--- config.mk ---
export PLATFORM = sky130hd
export DESIGN_NAME = cond_adder_initiator
export DESIGN_NICKNAME = d
export VERILOG_FILES = /design/src/rtl/cond_adder_initiator.sv
export SDC_FILE = /design/constraint.sdc
export NUM_CORES = 1
export LEC_CHECK = 0
export BUFFER_PORTS_ARGS = -buffer_cell sky130_fd_sc_hd__buf_2
export CAP_MARGIN = 20
export CORE_AREA = 10 10 149 151
export CTS_BUF_LIST = sky130_fd_sc_hd__clkbuf_16
export CTS_CLUSTER_SIZE = 20
export DETAILED_ROUTE_END_ITERATION = 7
export DIE_AREA = 0 0 159 161
export PLACE_DENSITY = 0.72
export SLEW_MARGIN = 20
export SYNTH_ARGS = -nofsm -noshare
export SYNTH_HDL_FRONTEND = slang
export SYNTH_SLANG_ARGS = --single-unit
--- constraint.sdc ---
create_clock -name clock -period 1.66 [get_ports clock]
set_clock_uncertainty 0.1 [all_clocks]
set_input_delay 0.166 -clock clock [delete_from_list [all_inputs] [get_ports clock]]
set_output_delay 0.166 -clock clock [all_outputs]
set_load 0.01 [all_outputs]
--- src/rtl/cond_adder_initiator.sv ---
// Requester side of the conditional-sum adder start/complete handshake: one operation in flight,
// bounded wait on complete. Define CHECK_EN to add the golden-model result checker and error counter.
module cond_adder_initiator #(
    parameter int WIDTH   = 64,
    parameter int TIMEOUT = 16
`ifdef CHECK_EN
    ,
    parameter int ERR_W   = 16
`endif
) (
    input  logic             clock,
    input  logic             reset,
    input  logic             req_valid,
    output logic             req_ready,
    input  logic [WIDTH-1:0] req_a,
    input  logic [WIDTH-1:0] req_b,
    input  logic             req_sub,
    output logic [WIDTH-1:0] ope1,
    output logic [WIDTH-1:0] ope2,
    output logic             add_sub,
    output logic             Cin,
    output logic             start,
    input  logic [WIDTH-1:0] sum_in,
    input  logic             cout_in,
    input  logic             overf_in,
    input  logic             complete_in,
    output logic             rsp_valid,
    input  logic             rsp_ready,
    output logic [WIDTH-1:0] rsp_sum,
    output logic             rsp_cout,
    output logic             rsp_overf,
    output logic             rsp_timeout,
    output logic             busy
`ifdef CHECK_EN
    ,
    output logic             chk_mismatch,
    output logic [ERR_W-1:0] err_count
`endif
);

    localparam int TW = $clog2(TIMEOUT);

    typedef enum logic [1:0] {
        S_IDLE  = 2'd0,
        S_ISSUE = 2'd1,
        S_WAIT  = 2'd2,
        S_RESP  = 2'd3
    } state_t;

    state_t           state_r;
    state_t           state_s;
    logic [TW-1:0]    timer_r;
    logic             timer_last_s;
    logic [WIDTH-1:0] ope1_r;
    logic [WIDTH-1:0] ope2_r;
    logic             add_sub_r;
    logic [WIDTH-1:0] rsp_sum_r;
    logic             rsp_cout_r;
    logic             rsp_overf_r;
    logic             rsp_timeout_r;

    assign timer_last_s = (timer_r == TW'(TIMEOUT - 1));
    assign ope1         = ope1_r;
    assign ope2         = ope2_r;
    assign add_sub      = add_sub_r;
    assign Cin          = 1'b0;
    assign rsp_sum      = rsp_sum_r;
    assign rsp_cout     = rsp_cout_r;
    assign rsp_overf    = rsp_overf_r;
    assign rsp_timeout  = rsp_timeout_r;

    // State register
    always_ff @(posedge clock) begin
        if (reset) begin
            state_r <= S_IDLE;
        end else begin
            state_r <= state_s;
        end
    end

    // Next-state decode; a complete in the final timer cycle beats the timeout
    always_comb begin
        state_s = state_r;
        case (state_r)
            S_IDLE: begin
                if (req_valid) state_s = S_ISSUE;
                else           state_s = S_IDLE;
            end
            S_ISSUE: state_s = S_WAIT;
            S_WAIT: begin
                if (complete_in || timer_last_s) state_s = S_RESP;
                else                             state_s = S_WAIT;
            end
            S_RESP: begin
                if (rsp_ready) state_s = S_IDLE;
                else           state_s = S_RESP;
            end
            default: state_s = S_IDLE;
        endcase
    end

    // Handshake outputs decoded from the state register
    always_comb begin
        req_ready = 1'b0;
        start     = 1'b0;
        rsp_valid = 1'b0;
        busy      = 1'b1;
        case (state_r)
            S_IDLE: begin
                req_ready = 1'b1;
                busy      = 1'b0;
            end
            S_ISSUE: start     = 1'b1;
            S_WAIT:  start     = 1'b0;
            S_RESP:  rsp_valid = 1'b1;
            default: busy      = 1'b0;
        endcase
    end

    // Operand latch, wait timer and response capture
    always_ff @(posedge clock) begin
        if (reset) begin
            ope1_r        <= {WIDTH{1'b0}};
            ope2_r        <= {WIDTH{1'b0}};
            add_sub_r     <= 1'b0;
            timer_r       <= {TW{1'b0}};
            rsp_sum_r     <= {WIDTH{1'b0}};
            rsp_cout_r    <= 1'b0;
            rsp_overf_r   <= 1'b0;
            rsp_timeout_r <= 1'b0;
        end else begin
            if (state_r == S_IDLE && req_valid) begin
                ope1_r    <= req_a;
                ope2_r    <= req_b;
                add_sub_r <= req_sub;
            end
            if (state_r == S_ISSUE) begin
                timer_r <= {TW{1'b0}};
            end else if (state_r == S_WAIT) begin
                timer_r <= timer_r + TW'(1);
            end
            if (state_r == S_WAIT) begin
                if (complete_in) begin
                    rsp_sum_r     <= sum_in;
                    rsp_cout_r    <= cout_in;
                    rsp_overf_r   <= overf_in;
                    rsp_timeout_r <= 1'b0;
                end else if (timer_last_s) begin
                    rsp_sum_r     <= {WIDTH{1'b0}};
                    rsp_cout_r    <= 1'b0;
                    rsp_overf_r   <= 1'b0;
                    rsp_timeout_r <= 1'b1;
                end
            end
        end
    end

`ifdef CHECK_EN
    // Returns {overf, cout, sum}; subtraction is a + ~b + 1
    function automatic logic [WIDTH+1:0] golden_add(input logic [WIDTH-1:0] a,
                                                   input logic [WIDTH-1:0] b,
                                                   input logic             sub);
        logic [WIDTH-1:0] bx;
        logic [WIDTH:0]   r;
        logic             ov;
        bx = sub ? ~b : b;
        r  = {1'b0, a} + {1'b0, bx} + {{WIDTH{1'b0}}, sub};
        ov = (a[WIDTH-1] == bx[WIDTH-1]) && (r[WIDTH-1] != a[WIDTH-1]);
        return {ov, r};
    endfunction

    logic [WIDTH+1:0] gold_s;
    logic             mismatch_s;
    logic             chk_r;
    logic [ERR_W-1:0] err_r;
    logic             err_full_s;

    assign err_full_s   = (err_r == {ERR_W{1'b1}});
    assign chk_mismatch = chk_r;
    assign err_count    = err_r;

    // Golden comparison against what the adder returns
    always_comb begin
        gold_s     = golden_add(ope1_r, ope2_r, add_sub_r);
        mismatch_s = (gold_s[WIDTH-1:0] != sum_in) || (gold_s[WIDTH] != cout_in) ||
                     (gold_s[WIDTH+1] != overf_in);
    end

    // Mismatch flag and saturating error counter, updated on capture or timeout
    always_ff @(posedge clock) begin
        if (reset) begin
            chk_r <= 1'b0;
            err_r <= {ERR_W{1'b0}};
        end else if (state_r == S_WAIT) begin
            if (complete_in) begin
                chk_r <= mismatch_s;
                if (mismatch_s && !err_full_s) err_r <= err_r + ERR_W'(1);
            end else if (timer_last_s) begin
                chk_r <= 1'b0;
                if (!err_full_s) err_r <= err_r + ERR_W'(1);
            end
        end
    end
`endif

endmodule

==> results of run 1 <==
Yosys cell counts (all sizes together):
master / number
mux2i: 1
a31oi: 4
or3b: 1
nor2b: 1
buf: 39
nand3: 2
or3: 1
nand2b: 1
a41oi: 1
nor3: 1
nor3b: 1
xnor2: 1
dfxtp: 202
a21oi: 197
nand2: 325
inv: 2
a211oi: 1
and2: 1
nor4bb: 1
nand3b: 1
clkbuf: 37
nor2: 4
ha: 1
conb: 1
and3b: 1
a22oi: 1
o21ai: 68
registers in the layout (all words and copies together) (netlist names):
name,cells
add_sub,1
rsp_timeout,1
ope2,64
state_r,2
timer_r,4
rsp_cout,1
ope1,64
rsp_overf,1
rsp_sum,64
kinds of logic (layout without fill, tap and decap cells):
kind of cell	after synthesis	count (layout)	synth area share
AOI/OAI and AO/OA	272	272	0.1924
xor gates and xnor gates	1	1	0.001226
adders and majority gates	1	1	0.001751
buffers and inverters	78	667	0.05166
DFF	202	202	0.5659
muxes	1	1	0.001401
other	1	11	0.0005248
and+or+nand+nor	341	341	0.1851
timing repair:
item / CTS / global route
pin swaps: 0 / 1
gates cloned: 0 / 1
resized for setup: 4 / 4
setup endpoints to repair: 4 / 8
hold buffers: 197 / 0
endpoints found under the hold margin: 201 / 0
metal layers:
metal / GRT usage / share of wire / vias up
met5: 0 / 0.00022 / -
met4: 0.1373 / 0.055 / 2
met3: 0.07778 / 0.092 / 122
met2: 0.4109 / 0.50 / 507
met1: 0.2382 / 0.35 / 4040
li1: - / - / 4099
report_power, final:
group / internal (mW) / total [mW] / switching, mW / leakage [nW]
sequential: 5.17 / 5.34 / 0.172 / 1.65
clock: 2.96 / 4.91 / 1.95 / 0.387
combinational: 1.11 / 2.38 / 1.27 / 3.62
total: 9.24 / 12.6 / 3.39 / 5.66
worst max-delay path by stage:
stage                       end       start  depth (start not counted)  slack (ns)
floorplan           rsp_sum[33]  timer_r[0]                          6        0.12
global placement       rsp_cout  timer_r[0]                          5        0.15
detailed placement   rsp_sum[2]  timer_r[0]                          5        0.13
CTS                        busy  state_r[1]                          4      -0.005
global route              start  state_r[0]                          3       0.002
finish              rsp_sum[58]  timer_r[0]                          5        0.08
per-stage QoR:
| stage | setup TNS [ns] | instance area (um2) | hold WS, ns | instances |
|---|---|---|---|---|
| floorplan | 0 | 7146 | 0.1656 | 897 |
| global placement | 0 | 9562 | 0.3018 | 1512 |
| detailed placement | 0 | 9562 | 0.2968 | 1512 |
| CTS | -0.009975 | 12270 | 0.09657 | 1750 |
| global route | 0 | 12330 | 0.1581 | 1759 |
| finish | 0 | 12330 | 0.1435 | 1761 |
worst max-delay path, cell delays in order, from the launching register on:
cell and delay, ns:
dfxtp_1 0.33, ha_1 0.27, a31oi_4 0.27, buf_12 0.22
o21ai_1 0.10, a21oi_1 0.19
final cells by class:
type	count	share of cell area
timing repair buffer	624	0.3583
sequential	202	0.3285
multi-input combinational	617	0.2246
clock buffer	23	0.04667
tap	265	0.02688
clock inverter	18	0.01238
antenna	10	0.002029
inverter	2	0.0006087
cell usage in the layout (no fill, tap or decap), types with 2 or more instances in the layout:
cell | netlist | final
o21ai_1 | 60 | 60
buf_2 | 25 | 398
nand3_1 | 2 | 2
bufinv_16 | 0 | 3
diode_2 | 0 | 10
inv_1 | 2 | 11
buf_12 | 0 | 17
dfxtp_1 | 202 | 200
buf_4 | 12 | 9
buf_6 | 0 | 2
o21ai_0 | 8 | 8
nor2_1 | 4 | 3
clkinv_2 | 0 | 2
dlygate4sd3_1 | 0 | 197
dfxtp_4 | 0 | 2
nand2_1 | 325 | 325
clkinv_1 | 0 | 3
a31oi_1 | 4 | 3
a21oi_1 | 197 | 197
clkbuf_16 | 0 | 24
==> impl_metrics.tcl, run 1 <==
set metrics [dict create \
    pre_cts_slack_ns 0.1332 \
    die_area_um2 25600 \
    path_class "flop to flop" \
    io_pins 401 \
    drv_cap 0 \
    cp.arrival_ns 1.89 \
    r2r_cells 5 \
    hold_end "state_r[0]" \
    fin_nets 1671 \
    holdCritStartpoint "complete_in" \
    routedWlPerCell_um 18.27 \
    clock_latency_ns 0.49 \
    post_cts_buffers 0 \
    cts_root_buf "clkbuf_16" \
    status "finished, final reports clean" \
    r2r_setup_slack_ns 0.08 \
    final_antenna_net_count 0 \
    antenna_found_initial 9 \
    synth.distinct_cells 30 \
    fin_crit_sh 0.9517 \
    peakVddDrop_mv 0.7760 \
    leakage_nw 5.658 \
    drc 0 \
    clock_sink_count 202 \
    grt_overflow 0 \
    core_um2 19210 \
    drt_iter0_markers 507 \
    drive_above_1_share 0.3129 \
    rsz0062_at_grt "false" \
    power.total_mw 12.64 \
    ys_ff_latch 202 \
    routed_wirelength_mm 32.17 \
    syn_to_final_growth_pct 72.60 \
    clk_pin_slew_worst_paths_ns 0.06 \
    vias 8770 \
    vias_per_cell 4.980 \
    hold_class "primary input to flop" \
    fillers 1450 \
    critPathCaptureType "flop" \
    avgSynthCellArea_um2 7.966 \
    setup_viol 0 \
    dieWidth_um 159 \
    htreeDepth 1 \
    grt_pass1_wl_mm 49.70 \
    critPathMaxFanout 28 \
    slew_violations 0 \
    cts.path.max_buffers 3 \
    hold_depth 4 \
    synth.area.top_cells "dfxtp_1 (57%), nand2_1 (17%), a21oi_1 (14%)" \
    cp-start-kind "flop" \
    fmax_ghz 0.6330 \
    rows 51 \
    cts_tree "built" \
    gp_congestion 0.8406 \
    drtPass1Iterations 7 \
    syn_nets 1098 \
    r2r-end "rsp_sum[58]" \
    synth_cells 897 \
    initial_core_util 0.3720 \
    regArea_um2 4051 \
    yosys.area.top_type "dfxtp_1" \
    die_h_um 161 \
    hold_viol 0 \
    io_buffer_count 399 \
    synth_area_um2 7146 \
    yosysWarnings 0 \
    grt_pass1_vias 9141 \
    worstReg2RegStart "timer_r[0]" \
    synth_top_area_frac 0.5659 \
    grt.total_usage 0.2335 \
    place_hpwl_mm 19.59 \
    p_per_area_nw_per_um2 1025 \
    finalWorstPathRequiredPeriod_ns 1.580 \
    seq_area_frac_synth 0.5659 \
    multi_input_area_um2 2770 \
    fin_util 0.6421 \
    cts_buffers 23 \
    grt_max_degree 56 \
    finalWorstSetupSlack_ns 0.08015 \
    required_ns 1.97 \
]
No activity file was read; power rests on OpenSTA's default activity.
==> run 2: changes to the inputs <==
Settings changed: CORE_AREA 10 10 149 151 to 10 10 147 149, CTS_BUF_LIST sky130_fd_sc_hd__clkbuf_16 to sky130_fd_sc_hd__clkbuf_8, DIE_AREA 0 0 159 161 to 0 0 157 159, PLACE_DENSITY 0.72 to 0.74.
==> impl_metrics.tcl, run 2 (synthesis gave the netlist of run 1 again) <==
set metrics [dict create \
    crit_buf_inv 3 \
    clk_pin_slew_worst_paths_ns 0.06 \
    final_antenna_net_count 0 \
    drc 0 \
    grt_pass1_wl_mm 49.91 \
    cp-start-kind "flop" \
    required_ns 1.99 \
    critPathMaxFanout 35 \
    pwr-share-seq 0.426 \
    power_switching_mw 3.588 \
    grt_max_degree 71 \
    drt_iter0_markers 650 \
    cp.arrival_ns 1.96 \
    grt_overflow 0 \
    internal_power_mw 8.972 \
    place_inst 1473 \
    leakage_nw 5.703 \
    dieWidth_um 157 \
    gp_congestion 0.8410 \
    die_h_um 159 \
    die_area_um2 24960 \
    fin_crit_sh 0.9827 \
    final.setup.tns_ns 0 \
    setup_viol 0 \
    cts_root_buf "clkbuf_8" \
    p_clk_frac 0.382 \
    crit_family "buffers and inverters" \
    path_cells "buf_4, nor3b_4, buf_6, buf_12, nand2_1, a21oi_1" \
    fin_nets 1685 \
    io_pins 401 \
    rsz0062_at_grt "true" \
    fin_util 0.6642 \
    stdcell_count 1751 \
    drtPass1Iterations 5 \
    place_hpwl_mm 19.39 \
    p_comb_frac 0.192 \
    fmax_ghz 0.6130 \
    vias 8951 \
    peakVddDrop_mv 0.7540 \
    switching_share 0.2857 \
    layout.cells.most_common "buf_2" \
    cts.path.max_buffers 3 \
    slew_violations 0 \
    routedWlPerCell_um 19.32 \
    drive_above_1_share 0.3278 \
    fillers 1376 \
    path_class "flop to flop" \
    io_buffer_count 399 \
    grt.total_usage 0.2475 \
    vias_per_cell 5.112 \
    syn_to_final_growth_pct 72.72 \
    hold_class "primary input to flop" \
    layout_common_cells "buf_2 (397), nand2_1 (325), dfxtp_1 (200)" \
    finalWorstPathRequiredPeriod_ns 1.631 \
    rows 50 \
    cpMaxStageDelayCell "dfxtp_4" \
    status "finished, final reports clean" \
    critPathCaptureType "flop" \
    routed_wirelength_mm 33.83 \
    grt_pass1_vias 9205 \
    clock_sink_count 202 \
    cts_tree "built" \
    hold_viol 0 \
    antenna_found_initial 7 \
    core_um2 18580 \
    drv_cap 0 \
    cts_buffers 37 \
    slowest_delay_ns 0.35 \
    clock_latency_ns 0.51 \
    p_per_area_nw_per_um2 1018 \
    htreeDepth 2 \
    initial_core_util 0.3846 \
    timing.hold.ws_ns 0.1159 \
]
==> run 2: changes by cell type in the layout (fill, tap and decap cells not counted), moves of 2 or more <==
cell / previous run / this run
clkbuf_8: 0 / 47
clkbuf_16: 24 / 4
buf_12: 17 / 13
a21oi_1: 197 / 194
a21oi_2: 0 / 3
clkinv_1: 3 / 0
diode_2: 10 / 7
bufinv_16: 3 / 1
clkinv_2: 2 / 4
==> run 2: path summary, 6_finish.rpt <==
kind                from  cells after the start         end  slack (ns)
max reg2reg   state_r[0]                      6    ope1[20]        0.03
min reg2reg     ope1[23]                      2    ope1[23]        0.35
max           state_r[0]                      6    ope1[20]        0.03
min          complete_in                      5  rsp_sum[6]        0.12
==> run 2: worst register-to-register path, cell delays in order (launching register included) <==
cell	delay [ns]
dfxtp_4	0.35
buf_4	0.15
nor3b_4	0.33
buf_6	0.18
buf_12	0.21
nand2_1	0.09
a21oi_1	0.15
==> run 2: final cells by class <==
class,count,area [um2],area share
Clock buffer,47,646.9,0.05241
Antenna cell,7,17.52,0.001419
Timing Repair Buffer,624,4436,0.3594
Multi-Input combinational cell,617,2784,0.2256
Sequential cell,202,4051,0.3283
Tap cell,234,292.8,0.02372
Clock inverter,18,106.4,0.008617
Inverter,2,7.507,0.0006083
==> run 2: what timing repair did <==
| item | CTS | global route |
|---|---|---|
| cloned | 0 | 4 |
| endpoints found under the hold margin | 197 | 0 |
| gates resized for setup | 6 | 16 |
| setup buffers | 3 | 3 |
| pin swaps | 1 | 4 |
| setup endpoints to repair | 4 | 46 |
| hold buffers | 197 | 0 |
==> run 2: layer usage <==
metal / GRT usage / up-vias / share of wire
met5: 0 / - / 0
met4: 0.1639 / 0 / 0.060
met2: 0.4261 / 470 / 0.50
li1: - / 4135 / -
met3: 0.08284 / 142 / 0.087
met1: 0.2473 / 4204 / 0.35
==> run 2: per-stage QoR <==
step | power, mW | setup WS, ns | cell area, um2
2_1_floorplan | 6.394 | 0.1235 | 7146
3_3_place_gp | 7.218 | 0.1231 | 9400
3_5_place_dp | 7.254 | 0.1016 | 9400
4_1_cts | 12.40 | 0.002854 | 12160
5_1_grt | 13.07 | -0.03198 | 12340
6_report | 12.56 | 0.02879 | 12340
==> run 2: power by group through the flow <==
stage | registers [mW] | clock network (mW) | logic (mW)
4_1_cts | 5.33 | 4.85 | 2.23
3_3_place_gp | 5.41 | 0 | 1.81
3_5_place_dp | 5.43 | 0 | 1.83
6_report | 5.35 | 4.80 | 2.41
2_1_floorplan | 5.57 | 0 | 0.824
5_1_grt | 5.38 | 5.10 | 2.59
==> run 3: changes to the inputs <==
Settings changed: CELL_PAD_IN_SITES_DETAIL_PLACEMENT set to 0, CELL_PAD_IN_SITES_GLOBAL_PLACEMENT set to 1, CORE_AREA 10 10 147 149 to not set, CORE_ASPECT_RATIO set to 1.1, CORE_MARGIN set to 10, CORE_UTILIZATION set to 28, DIE_AREA 0 0 157 159 to not set, PLACE_DENSITY 0.74 to not set, PLACE_DENSITY_LB_ADDON set to 0.1.
==> impl_metrics.tcl, run 3 (synthesis gave the netlist of run 1 again) <==
set metrics [dict create \
    post_cts_buffers 0 \
    r2r-end "rsp_sum[55]" \
    drc 0 \
    cts.path.max_buffers 3 \
    gp_congestion 0.7681 \
    slew_violations 0 \
    required_ns 1.39 \
    stdcell_count 1823 \
    clock_latency_ns 0.52 \
    critPathMaxFanout 13 \
    r2r_setup_slack_ns 0.11 \
    antenna_found_initial 1 \
    multi_input_area_um2 2768 \
    timing.hold.ws_ns 0.1214 \
    hold_depth 4 \
    leakage_nw 5.680 \
    clock_sink_count 202 \
    syn_to_final_growth_pct 72.44 \
    fillers 2574 \
    grt_pass1_vias 8416 \
    cp.arrival_ns 1.30 \
    fin_util 0.4892 \
    io_buffer_count 399 \
    cts_root_buf "clkbuf_8" \
    pre_cts_slack_ns 0.1215 \
    grt_overflow 0 \
    routedWlPerCell_um 16.68 \
    worstSetupStartpoint "state_r[1]" \
    p_per_area_nw_per_um2 989.3 \
    holdCritStartpoint "complete_in" \
    dieWidth_um 172.3 \
    cts_buffers 38 \
    cts_tree "built" \
    htreeDepth 2 \
    drive_above_1_share 0.3179 \
    vias_per_cell 4.457 \
    finalWorstPathRequiredPeriod_ns 1.569 \
    vias 8125 \
    final_antenna_net_count 0 \
    rows 61 \
    peakVddDrop_mv 0.6145 \
    fmax_ghz 0.6375 \
    fin_crit_sh 0.9450 \
    layout.cells.most_common "buf_2" \
    drv_cap 0 \
    cp-start-kind "flop" \
    critPathCaptureType "primary output" \
    layout_common_cells "buf_2 (397), nand2_1 (325), dfxtp_1 (200)" \
    r2r_cells 5 \
    regArea_um2 4051 \
    grt_pass1_wl_mm 46.52 \
    place_inst 1561 \
    drt_iter0_markers 423 \
    drtPass1Iterations 6 \
    power.total_mw 12.19 \
    hold_class "primary input to flop" \
    status "finished, final reports clean" \
    worstReg2RegStart "timer_r[0]" \
    die_area_um2 32320 \
    grt_max_degree 49 \
    hold_end "state_r[0]" \
    core_um2 25190 \
    place_hpwl_mm 21.39 \
    finalWorstSetupSlack_ns 0.09136 \
    clk_pin_slew_worst_paths_ns 0.06 \
    path_class "flop to primary output" \
    hold_viol 0 \
    fin_nets 1684 \
    setup_viol 0 \
    grt.total_usage 0.1786 \
    io_pins 401 \
    die_h_um 187.5 \
    routed_wirelength_mm 30.41 \
    initial_core_util 0.2837 \
]
-- run 3: changes by cell type in the layout (fill, tap and decap cells not counted), moves of 2 or more --
cell        delta
a21oi_2        -3
clkbuf_16      -4
buf_12         +4
buf_6          -2
a21oi_1        +3
inv_1          +7
clkinvlp_4     -2
diode_2        -6
clkinv_2       -4
-- run 3: layout make-up --
type,instances,area share
tap,315,0.03199
antenna,1,0.0002031
clock buffer,47,0.05250
multi-input combinational,617,0.2246
timing repair buffer,622,0.3561
clock inverter,17,0.005179
sequential,202,0.3288
inverter,2,0.0006093
-- run 3: through the flow --
step	instance area, um2	TNS [ns]
after floorplan	7146	0
after global placement	9617	0
after detailed placement	9617	0
after CTS	12310	0
after global routing	12320	-0.002911
final	12320	0
-- run 3: timing repair --
action                     in CTS  in global routing
hold buffers                  198                  0
gates resized for setup         5                  2
setup endpoints to repair       4                  2
hold endpoints to repair      200                  0
-- run 3: how the worst max path moves through the flow --
| stage | to | slack (ns) | cells past startpoint |
|---|---|---|---|
| 2_1_floorplan | rsp_sum[33] | 0.12 | 6 |
| 3_3_place_gp | rsp_sum[3] | 0.14 | 5 |
| 3_5_place_dp | rsp_sum[1] | 0.12 | 5 |
| 4_1_cts | start | 0.03 | 3 |
| 5_1_grt | rsp_valid | -0.003 | 2 |
| 6_report | rsp_valid | 0.09 | 2 |
-- run 3: power by group --
part	internal [mW]	switching, mW
sequential	5.17	0.162
clock	2.52	2.03
combinational	1.10	1.21
-- run 3: routing by layer --
metal	vias to the layer above	global-route usage	wire (um)	part of all wire
met5	-	0	0	0
met4	0	0.05742	774	0.025
met3	55	0.07143	2919	0.096
met2	281	0.3096	15040	0.49
met1	3668	0.1929	11670	0.38
li1	4121	-	-	-
-- run 3: critical path: stages (launching register included) --
cell     delay [ns]
dfxtp_4        0.45
and2_1         0.19
buf_4          0.15
